[config.mk]
export PLATFORM = sky130hd
export DESIGN_NAME = ldpc_enc_ctrl
export DESIGN_NICKNAME = d
export VERILOG_FILES = /design/src/rtl/ldpc_enc_ctrl_pkg.sv /design/src/rtl/ldpc_ctrl_step_cnt.sv /design/src/rtl/ldpc_enc_ctrl.sv
export SDC_FILE = /design/constraint.sdc
export NUM_CORES = 1
export LEC_CHECK = 0
export ABC_CLOCK_PERIOD_IN_PS = 1900
export BUFFER_PORTS_ARGS = -buffer_cell sky130_fd_sc_hd__clkbuf_2
export CORE_MARGIN = 8
export CORE_UTILIZATION = 30
export CTS_BUF_LIST = sky130_fd_sc_hd__clkbuf_16
export DETAILED_ROUTE_END_ITERATION = 16
export PLACE_DENSITY = 0.61
export SETUP_SLACK_MARGIN = 0.2
export SKIP_LAST_GASP = 1
export SYNTH_ARGS = -nofsm -noshare
export SYNTH_HDL_FRONTEND = slang
export SYNTH_SLANG_ARGS = --single-unit
[constraint.sdc]
create_clock -name iclk -period 1.9 [get_ports iclk]
set_input_delay 0.285 -clock iclk [delete_from_list [all_inputs] [get_ports iclk]]
set_output_delay 0.285 -clock iclk [all_outputs]
set_load 0.05 [all_outputs]
[src/rtl/ldpc_enc_ctrl_pkg.sv]
// rtl/ldpc_enc_ctrl_pkg.sv - shared block geometry defaults for the LDPC encoder control
package ldpc_enc_ctrl_pkg;

  // Default block geometry: data words per block and total words per block
  localparam int cDEF_DATA_SIZE  = 16;
  localparam int cDEF_BLOCK_SIZE = 32;

endpackage

[src/rtl/ldpc_ctrl_step_cnt.sv]
// rtl/ldpc_ctrl_step_cnt.sv - step counter with zero/done flags, shared by encoder and decoder FSMs
module ldpc_ctrl_step_cnt
  import ldpc_enc_ctrl_pkg::*;
#(
  parameter int CNT_W = 5
) (
  input  logic             clk_i,
  input  logic             rst_i,
  input  logic             ena_i,
  input  logic             load_i,
  input  logic             inc_i,
  input  logic [CNT_W-1:0] term_i,
  output logic [CNT_W-1:0] cnt_o,
  output logic             zero_o,
  output logic             done_o
);

  logic [CNT_W-1:0] cnt_q, cnt_d;
  logic             zero_q, zero_d;
  logic             done_q, done_d;

  // Next count: load restarts at zero; done is raised one step early so it marks the last step
  always_comb begin
    cnt_d  = cnt_q;
    zero_d = zero_q;
    done_d = done_q;
    if (load_i) begin
      cnt_d  = '0;
      zero_d = 1'b1;
      done_d = 1'b0;
    end else if (inc_i) begin
      cnt_d  = cnt_q + CNT_W'(1);
      zero_d = 1'b0;
      done_d = (cnt_q == term_i);
    end
  end

  // Counter registers, frozen while the clock enable is low
  always_ff @(posedge clk_i) begin
    if (rst_i) begin
      cnt_q  <= '0;
      zero_q <= 1'b1;
      done_q <= 1'b0;
    end else if (ena_i) begin
      cnt_q  <= cnt_d;
      zero_q <= zero_d;
      done_q <= done_d;
    end
  end

  assign cnt_o  = cnt_q;
  assign zero_o = zero_q;
  assign done_o = done_q;

endmodule

[src/rtl/ldpc_enc_ctrl.sv]
// rtl/ldpc_enc_ctrl.sv - LDPC encoder main FSM: data phase, parity drain, buffer handshakes
module ldpc_enc_ctrl
  import ldpc_enc_ctrl_pkg::*;
#(
  parameter  int pDATA_SIZE  = cDEF_DATA_SIZE,
  parameter  int pBLOCK_SIZE = cDEF_BLOCK_SIZE,
  localparam int cADDR_W     = $clog2(pBLOCK_SIZE)
) (
  input  logic               iclk,
  input  logic               ireset,
  input  logic               iclkena,
  input  logic               ibuf_full,
  output logic               obuf_rempty,
  input  logic               iobuf_empty,
  output logic               oobuf_full,
  output logic               ordena,
  output logic [cADDR_W-1:0] oraddr,
  output logic               oparity_mode,
  output logic               openg_clear,
  output logic               openg_sop,
  output logic               openg_val,
  output logic               openg_eop,
  input  logic               ipeng_busy,
  output logic               owrite,
  output logic [cADDR_W-1:0] owaddr
);

  typedef enum logic [2:0] {
    cRESET      = 3'd0,
    cWAIT       = 3'd1,
    cDSTEP      = 3'd2,
    cWAIT_PDONE = 3'd3,
    cPSTEP      = 3'd4,
    cDONE       = 3'd5
  } state_t;

  localparam logic [cADDR_W-1:0] cDATA_TERM   = cADDR_W'(pDATA_SIZE - 2);
  localparam logic [cADDR_W-1:0] cPARITY_TERM = cADDR_W'(pBLOCK_SIZE - pDATA_SIZE - 2);
  localparam logic [cADDR_W-1:0] cPARITY_BASE = cADDR_W'(pDATA_SIZE);

  state_t             state_q, state_d;
  logic [cADDR_W-1:0] cnt;
  logic               cnt_zero, cnt_done;
  logic               step_load, step_inc;
  logic [cADDR_W-1:0] step_term;

  logic               rempty_q, rempty_d;
  logic               full_q, full_d;
  logic               pmode_q, pmode_d;
  logic               clear_q, clear_d;
  logic               sop_q, sop_d;
  logic               val_q, val_d;
  logic               eop_q, eop_d;
  logic               write_q, write_d;
  logic [cADDR_W-1:0] waddr_q, waddr_d;

  // Next-state decode; unknown encodings fall back to cRESET
  always_comb begin
    state_d = state_q;
    case (state_q)
      cRESET:      state_d = cWAIT;
      cWAIT:       if (ibuf_full && iobuf_empty) state_d = cDSTEP;
      cDSTEP:      if (cnt_done) state_d = cWAIT_PDONE;
      cWAIT_PDONE: if (!ipeng_busy) state_d = cPSTEP;
      cPSTEP:      if (cnt_done) state_d = cDONE;
      cDONE:       state_d = cWAIT;
      default:     state_d = cRESET;
    endcase
  end

  // State register
  always_ff @(posedge iclk) begin
    if (ireset) state_q <= cRESET;
    else if (iclkena) state_q <= state_d;
  end

  assign step_load = (state_q == cWAIT) || (state_q == cWAIT_PDONE);
  assign step_inc  = (state_q == cDSTEP) || (state_q == cPSTEP);
  assign step_term = (state_q == cPSTEP) ? cPARITY_TERM : cDATA_TERM;

  ldpc_ctrl_step_cnt #(.CNT_W(cADDR_W)) u_step (
    .clk_i  (iclk),
    .rst_i  (ireset),
    .ena_i  (iclkena),
    .load_i (step_load),
    .inc_i  (step_inc),
    .term_i (step_term),
    .cnt_o  (cnt),
    .zero_o (cnt_zero),
    .done_o (cnt_done)
  );

  assign ordena = step_inc;
  assign oraddr = cnt;

  // Registered output decode; write side trails the read side by the buffer read latency
  always_comb begin
    rempty_d = (state_d == cWAIT_PDONE) && (state_q != cWAIT_PDONE);
    full_d   = (state_d == cDONE);
    clear_d  = (state_d == cWAIT);
    pmode_d  = (state_d == cWAIT_PDONE) || (state_d == cPSTEP) || (state_q == cPSTEP);
    sop_d    = (state_q == cDSTEP) && cnt_zero;
    val_d    = (state_q == cDSTEP);
    eop_d    = (state_q == cDSTEP) && cnt_done;
    write_d  = step_inc;
    waddr_d  = (state_q == cPSTEP) ? (cPARITY_BASE + cnt) : cnt;
  end

  // Output registers
  always_ff @(posedge iclk) begin
    if (ireset) begin
      rempty_q <= 1'b0;
      full_q   <= 1'b0;
      clear_q  <= 1'b0;
      pmode_q  <= 1'b0;
      sop_q    <= 1'b0;
      val_q    <= 1'b0;
      eop_q    <= 1'b0;
      write_q  <= 1'b0;
      waddr_q  <= '0;
    end else if (iclkena) begin
      rempty_q <= rempty_d;
      full_q   <= full_d;
      clear_q  <= clear_d;
      pmode_q  <= pmode_d;
      sop_q    <= sop_d;
      val_q    <= val_d;
      eop_q    <= eop_d;
      write_q  <= write_d;
      waddr_q  <= waddr_d;
    end
  end

  assign obuf_rempty  = rempty_q;
  assign oobuf_full   = full_q;
  assign openg_clear  = clear_q;
  assign oparity_mode = pmode_q;
  assign openg_sop    = sop_q;
  assign openg_val    = val_q;
  assign openg_eop    = eop_q;
  assign owrite       = write_q;
  assign owaddr       = waddr_q;

endmodule

==> reports/metrics.cfg <==
[routing]
drc=0
wl_um=2459
dr.first_iter.drc_count=73
firstDrtPassIters=4
via_count=920
postRouteAntennaNets=0
via_per_inst=4.842
wire_per_inst_um=12.94

[synthesis]
syn_inst=122
synth_compound_area_share_pct=16.90
synthTopCellsByCount=dfxtp_1 (23), nor2_1 (17), a21oi_1 (9), nand2_1 (9), mux2i_1 (6)
syn_avg_cell_area_um2=8.861
synth_largest_area_cell=dfxtp_1
ys_ff_latch=23
synth_area_leaders=dfxtp_1 (43%), nor2_1 (5.9%), mux2i_1 (5.6%)
ys_types=39
synthesis.area_mm2=0.001081
synth_top_family_by_area=simple AND/OR/NAND/NOR gates
synth-main-ff-cell=dfxtp_1
syn_nets=130
synthMuxAreaShare_pct=5.556
synth_xor_area_share_pct=3.241
synthAdderAreaFrac_pct=2.315
synth_top_area_share_pct=42.59
ys_seq_area_share_pct=42.59
async_flop_share_pct=0
synth_edf_count=0
ys_warn_count=0
synth-simple-area-share_pct=21.41
synth.most_common_cell=dfxtp_1

[timing]
fmax_ghz=0.6306
final-hold-violation-count=0
rsz0062_at_grt=false
holdWs_ns=0.3229
tns_ns=0
setup_viol=0
fin_skew_ns=0.003831
tightestPinTransition_ns=0.5067
max-slew-margin-rel_pct=66.18
fin_crit_sh_pct=83.47
layout_min_cycle_time_ns=1.586
drv_slew=0

[placed_design]
io_buffers=24
gp_congestion=0.7752
post_dp_cell_area_mm2=0.001212
hpwl_um=1834

[clock_network]
cts_buffer_depth=2
hold_buffers=0
clk_latency_ns=0.26
cts_tree=yes
clock-sinks=23
clkTransAtPathRegs_ns=0.06
htreeDepth=1
root_buffer=clkbuf_16
cts_made_buffers=3

[die]
core_area_mm2=0.003551
die_h_um=76.03
rows=22
dieArea_mm2=0.005781
pin_count=25
initial_core_util_pct=30.44
die_w_um=76.03

[global_routing]
grt_util_all_layers_pct=8.431
grt_pass1_wl_um=4022
antenna_found_initial=0
grt_pass1_vias=891
grt_max_degree=21
globalRoute.totalOverflow=0

[power_and_ir_drop]
p_leak_nw=0.5515
p_per_area_mw_per_mm2=800.8
irDropWorstVdd_mv=0.3376

[worst_setup_path]
cp_num_cells=4
critical_path.endpoint_type=flop
crit_family=flip-flops
crit_buf_inv=1
critPathLaunchType=flop
r2r_slack_ns=0.31
r2r-end=openg_clear$_SDFFE_PP0P_
crit_arrival_ns=1.75
worst-path-max-fanout=15
cp_slowest_stage_delay_ns=0.64
crit_slowest_cell=dfxtp_1
startpoint=state_q[0]$_SDFFE_PP0P_
path_class=flop to flop
reg2reg_depth=4
cp.required_ns=2.07
reg2reg_from=state_q[0]$_SDFFE_PP0P_
path_cells=nor3b_4 > buf_4 > or4_1 > o32ai_1

[finish]
fill_cells=361
area_growth_pct=20.37
drive_above_1_share_pct=25.35
post-route-cell-area_mm2=0.001301
final_util_pct=36.65
fin_nets=151
diodes=0

[min_path]
hold_path_depth=3
hp-class=primary input to flop
holdPathEnd=openg_clear$_SDFFE_PP0P_
min_from=ireset

[status]
status=finished, final reports clean

[job]
drv_cap=0

==> placed cells by master, fill, tap and decap left out, types with 2 or more instances in the layout <==
cell type,count
nor3_1,2
nand2_1,9
inv_1,4
o211ai_1,2
nand3_1,2
dfxtp_2,2
nor2_1,17
or3_1,2
and3_1,2
xor2_1,2
a21oi_1,9
ha_1,2
mux2i_1,6
clkbuf_2,24
xnor2_1,2
buf_4,4
a211oi_1,3
nor2b_1,3
o21ai_0,3
clkbuf_16,3
a21o_1,2
dfxtp_1,21
==> layout make-up <==
cell class | count | area [um^2] | share of cell area (%)
clock buffers | 3 | 75.07 | 5.769
repair buffers | 28 | 150.1 | 11.54
inverters | 4 | 15.01 | 1.154
multi-input cells | 83 | 534.3 | 41.06
flip-flops and latches | 23 | 462.9 | 35.58
clock inverters | 1 | 3.754 | 0.2885
well taps | 48 | 60.06 | 4.615
==> stage by stage <==
stage	instances	power [mW]	setup WS (ns)
floorplan	122	0.5867	0.2506
detailed placement	185	0.6077	0.2145
finish	190	1.042	0.3142
global placement	185	0.6058	0.3010
global route	190	1.078	0.2007
CTS	190	1.058	0.2107
==> logic make-up after synthesis <==
logic type               after synthesis
AND/OR/NAND/NOR                       45
AO/OA/AOI/OAI                         26
flip-flops                            23
buffers and inverters                 16
multiplexers                           6
XOR/XNOR                               4
adder cells (fa/ha/maj)                2
==> worst register-to-register path, stage by stage, from the launching register on <==
cell     delay, ns
dfxtp_1       0.64
nor3b_4       0.12
buf_4         0.18
or4_1         0.46
o32ai_1       0.10
==> how the worst max path moves through the flow <==
stage / endpoint / slack, ns
global placement: u_step.done_o$_SDFFE_PP0P_ / 0.30
detailed placement: u_step.done_o$_SDFFE_PP0P_ / 0.21
CTS: ordena / 0.21
finish: openg_clear$_SDFFE_PP0P_ / 0.31
global route: u_step.cnt_o[4]$_SDFFE_PP0P_ / 0.20
floorplan: ordena / 0.25
==> layer usage <==
layer  track usage (%)  share of wire [%]
met2             14.05                 47
met4             6.471                3.1
met5                 0                  0
met3             2.594                5.4
met1             8.648                 45
==> report_power, final <==
group,total (mW),leakage (nW),switching [mW],internal [mW]
Combinational,0.0931,0.322,0.0609,0.0321
Clock,0.445,0.0423,0.164,0.281
Sequential,0.504,0.187,0.0128,0.492
Total,1.04,0.551,0.238,0.804
==> what timing repair did <==
action                     4_1_cts  5_1_grt
setup endpoints to repair        1        1
gates resized for setup          0        2
buffers inserted                 1        0
(Power assumes the default switching activity.)
